--- config.mk ---
export PLATFORM = sky130hd
export DESIGN_NAME = mem_port_arbiter
export DESIGN_NICKNAME = d
export VERILOG_FILES = /design/src/rtl/mem_port_arbiter.sv
export SDC_FILE = /design/constraint.sdc
export NUM_CORES = 1
export LEC_CHECK = 0
export CAP_MARGIN = 20
export CORE_AREA = 4 4 156 158
export DETAILED_ROUTE_END_ITERATION = 6
export DIE_AREA = 0 0 160 162
export HOLD_SLACK_MARGIN = 0.02
export PLACE_DENSITY = 0.63
export RECOVER_POWER = 100
export SLEW_MARGIN = 10
export SYNTH_ARGS = -nofsm -noshare
export SYNTH_HDL_FRONTEND = slang
export SYNTH_SLANG_ARGS = --single-unit
--- constraint.sdc ---
create_clock -name clk -period 7.5 [get_ports clk]
set_input_delay 1.125 -clock clk [delete_from_list [all_inputs] [get_ports clk]]
set_output_delay 1.125 -clock clk [all_outputs]
set_load 0.03 [all_outputs]
--- src/rtl/mem_port_arbiter.sv ---
// mem_port_arbiter: shares one memory port between fetch and load/store, data first, stalling the pipeline until each access completes
module mem_port_arbiter #(
    parameter int AW = 32,
    parameter int DW = 32
) (
    input  logic          clk,
    input  logic          reset,
    input  logic          IReqF,
    input  logic [AW-1:0] PCF,
    output logic [DW-1:0] InstrF,
    input  logic          DReqM,
    input  logic          MemWriteM,
    input  logic [AW-1:0] ALUResultM,
    input  logic [DW-1:0] WriteDataM,
    output logic [DW-1:0] ReadDataM,
    output logic          BusStall,
    output logic          mem_req,
    output logic          mem_we,
    output logic [AW-1:0] mem_addr,
    output logic [DW-1:0] mem_wdata,
    input  logic [DW-1:0] mem_rdata,
    input  logic          mem_ack
);
    typedef enum logic [1:0] {IDLE, DWAIT, IWAIT} stateT;
    stateT state, stateNext;
    logic dDone, iDone, dStall, iStall, ackD, ackI, start;
    logic [AW-1:0] iTag;
    assign dStall = DReqM & ~dDone;
    assign iStall = IReqF & ~(iDone & (iTag == PCF));
    assign BusStall = dStall | iStall;
    assign ackD = (state == DWAIT) & mem_ack;
    assign ackI = (state == IWAIT) & mem_ack;
    assign start = (state == IDLE) & BusStall;
    always_comb begin
        stateNext = state;
        if (state == IDLE)
            stateNext = dStall ? DWAIT : iStall ? IWAIT : IDLE;
        else if (mem_ack)
            stateNext = IDLE;
    end
    always_ff @(posedge clk or posedge reset) begin
        if (reset)
            state <= IDLE;
        else
            state <= stateNext;
    end
    always_ff @(posedge clk or posedge reset) begin
        if (reset) begin
            mem_req   <= 1'b0;
            mem_we    <= 1'b0;
            mem_addr  <= '0;
            mem_wdata <= '0;
            InstrF    <= '0;
            ReadDataM <= '0;
            iTag      <= '0;
            dDone     <= 1'b0;
            iDone     <= 1'b0;
        end else begin
            if (start) begin
                mem_req   <= 1'b1;
                mem_we    <= dStall & MemWriteM;
                mem_addr  <= dStall ? ALUResultM : PCF;
                mem_wdata <= dStall ? WriteDataM : '0;
            end else if (ackD | ackI) begin
                mem_req   <= 1'b0;
                mem_we    <= 1'b0;
                mem_addr  <= '0;
                mem_wdata <= '0;
            end
            if (ackD & ~mem_we)
                ReadDataM <= mem_rdata;
            if (ackI) begin
                InstrF <= mem_rdata;
                iTag   <= mem_addr;
            end
            dDone <= ackD | (dDone & BusStall);
            iDone <= ackI | (iDone & BusStall);
        end
    end
endmodule

==> results.py <==
metrics = {
    "cts": {
        "cts.sinks": 166,
        "clkTransAtPathRegs_ns": 0.07,
        "clockBufferDepth": 2,
        "hold_buffers": 0,
        "cts_max_level": 4,
        "cts_tree": "done",
        "ctsResizeCount": 0,
        "numCtsBuffers": 17,
        "post_cts_buffers": 0,
        "clk_latency_ns": 0.42,
        "root_buffer": "clkbuf_16",
    },
    "global_route": {
        "grt_pass1_wl_um": 30400,
        "track_usage_pct": 14.8,
        "grt_pass1_vias": 5230,
        "grt_max_degree": 66,
        "overflow": 0,
        "antenna_found_initial": 0,
    },
    "placement": {
        "io_buffers": 264,
        "dp_hpwl_um": 13500,
        "gp_congestion": 0.766,
    },
    "finish": {
        "drive_gt1_share_pct": 18.1,
        "utilization_pct": 44.7,
        "fillerInstances": 2155,
        "antennaDiodeCount": 0,
        "multi_input_area_um2": 2510,
        "nNetsFinal": 863,
        "area_delta_synth_final_pct": 51.8,
        "register_area_um2": 4150,
    },
    "yosys": {
        "synth-edff-count": 0,
        "syn_nets": 601,
        "ys_types": 25,
        "synth_top_cell_by_area": "dfrtp_1",
        "synth_top_area_share_pct": 61.1,
        "async_flop_share_pct": 100,
        "syn_inst": 467,
        "ys_seq_area_share_pct": 61.1,
        "ys_warn_count": 0,
        "yosysMostFrequentCell": "dfrtp_1",
        "synth_common_cells": "166 x dfrtp_1, 96 x mux2_2, 33 x a22o_1, 33 x o2bb2ai_1, 32 x mux2i_1",
        "synth-seq-cells": 166,
        "postSynthAreaPerCell_um2": 14.6,
        "mappedNetlistArea_um2": 6800,
        "yosys-top-cells-area": "dfrtp_1 61%, mux2_2 16%, mux2i_1 4.7%",
        "synth_flop_cell": "dfrtp_1",
    },
    "drt": {
        "final_antenna_net_count": 0,
        "vias": 4820,
        "wl_um": 19200,
        "wl_per_cell_um": 18.7,
        "viasPerCell": 4.68,
        "drt_pass1_iterations": 4,
        "remaining_drc_errors": 0,
        "first_iter_violations": 178,
    },
    "power": {
        "power_leakage_nw": 4.47,
        "peakVddDrop_mv": 0.227,
        "comb_power_share_pct": 48.1,
        "p_int_w": 0.00283,
        "power.share.switching_pct": 40.5,
        "clkPwrFrac_pct": 19.2,
        "p_per_area_nw_per_um2": 461,
        "power.switching_w": 0.00193,
        "seqPwrFrac_pct": 32.7,
    },
    "setup_path": {
        "r2r_cells": 6,
        "critical_path.max_fanout": 52,
        "end_kind": "register",
        "worst-setup-path-type": "in2reg",
        "crit_required_ns": 7.85,
        "arrival_ns": 6.15,
        "worst_setup_path_start_kind": "input port",
    },
    "sta": {
        "max-slew-margin-rel_pct": -107,
        "finalSetupTns_ns": 0,
        "worstMarginPinSlew_ns": 3.06,
        "clock_skew_ns": 0.0133,
        "finalCritPeriodShare_pct": 77.4,
        "setup_viol": 0,
        "grt_setup_unrepaired": "no",
        "hold_ws_ns": 0.484,
        "hold_viol_final": 0,
        "slew_violations": 174,
        "finalCriticalPeriod_ns": 5.80,
        "max_freq_ghz": 0.172,
    },
    "flow_run": {
        "maxCapViolCount": 4,
    },
    "status": {
        "status": "finished, violations left",
        "failed_checks": "max-capacitance violations, max-slew violations",
    },
    "floorplan": {
        "core-area_um2": 23100,
        "die-area_um2": 25900,
        "io_pins": 265,
        "die_w_um": 160,
        "die_y_um": 162,
        "initial_utilization_pct": 29.4,
        "rows": 56,
    },
    "worst_hold_path": {
        "hold_class": "reg2reg",
        "hold_path_depth": 2,
    },
}
[per-stage QoR]
step,std cells,instance area (um^2),setup WS (ns),power [W]
final,1030,10300,1.70,0.00476
after global routing,1030,10300,1.36,0.00502
after CTS,1030,10400,2.69,0.00496
after global placement,1000,9770,2.70,0.00400
after detailed placement,1000,9770,2.71,0.00402
after floorplan,467,6800,1.88,0.00301
[area by class of cell]
class / count / area share, %
inverters: 3 / 0.121
flip-flops and latches: 166 / 40.2
multi-input cells: 271 / 24.3
repair buffers: 270 / 26.0
well taps: 290 / 3.51
clock buffers: 17 / 4.12
clock inverters: 13 / 1.68
[power groups by stage]
stage	Clock (W)	Sequential (W)	Combinational (W)
2_1_floorplan	0	0.00222	0.000787
3_3_place_gp	0	0.00157	0.00243
3_5_place_dp	0	0.00159	0.00244
4_1_cts	0.000940	0.00158	0.00244
5_1_grt	0.000974	0.00162	0.00243
6_report	0.000912	0.00156	0.00229
[layer usage]
metal  vias up  GRT usage [%]  wire length (um)  share of wire, %
met4         0           4.07               247               1.3
met3        16           5.71              1490               7.8
li1       2234              -                 -                 -
met5         -              0                 0                 0
met1      2421           18.4              8290                43
met2       149           24.1              9210                48
[registers in the layout, indices dropped and copies added, names as in the netlist]
signal,flops
dDone,1
mem_wdata,32
iTag,32
state,2
iDone,1
mem_we,1
mem_addr,32
ReadDataM,32
mem_req,1
InstrF,32
[critical path, cell delays in order]
cell           delay [ns]
dlygate4sd3_1        0.57
xnor2_1              0.31
nand4_1              0.13
or4_1                0.53
o41ai_1              2.41
buf_4                0.78
a22o_1               0.25
[logic make-up (layout without fill, tap and decap cells)]
logic type                count (synthesis)  in the layout  share of synthesized area, %
DFF                                     166            166                          61.1
xor gates and xnor gates                 32             32                          4.12
AOI/OAI and AO/OA                        74             74                          9.36
buffers and inverters                    30            303                          2.06
and+or+nand+nor                          37             37                          2.80
muxes                                   128            128                          20.6
[path summary, 6_finish.rpt]
check / startpoint / end / slack [ns]
max in group asynchronous: reset / ReadDataM[31]$_DFFE_PP0P_ / 3.86
min in group asynchronous: reset / InstrF[23]$_DFFE_PP0P_ / 1.92
setup reg to reg: iTag[26]$_DFFE_PP0P_ / mem_wdata[6]$_DFFE_PP0P_ / 2.59
hold / removal: mem_req$_DFFE_PP0P_ / mem_req$_DFFE_PP0P_ / 0.48
setup / recovery: PCF[26] / mem_wdata[6]$_DFFE_PP0P_ / 1.70
hold reg to reg: mem_req$_DFFE_PP0P_ / mem_req$_DFFE_PP0P_ / 0.48
[layout by cell type, fill, tap and decap left out, types with 2 or more instances in the layout]
cell,count
o2bb2ai_1,33
nand2_1,10
nand4_1,8
nand3_1,3
nand2b_1,2
mux2i_1,32
xnor2_1,24
bufinv_16,3
dlygate4sd3_1,134
o21ai_0,4
nor4_1,2
clkdlybuf4s50_1,130
a22o_1,33
nor2b_1,2
nor2_1,5
nor3_1,2
clkbuf_16,17
dfrtp_1,166
buf_4,6
inv_1,2
clkinvlp_4,5
xor2_1,8
inv_6,3
mux2_2,96
or4_1,2
(Power assumes the default switching activity.)
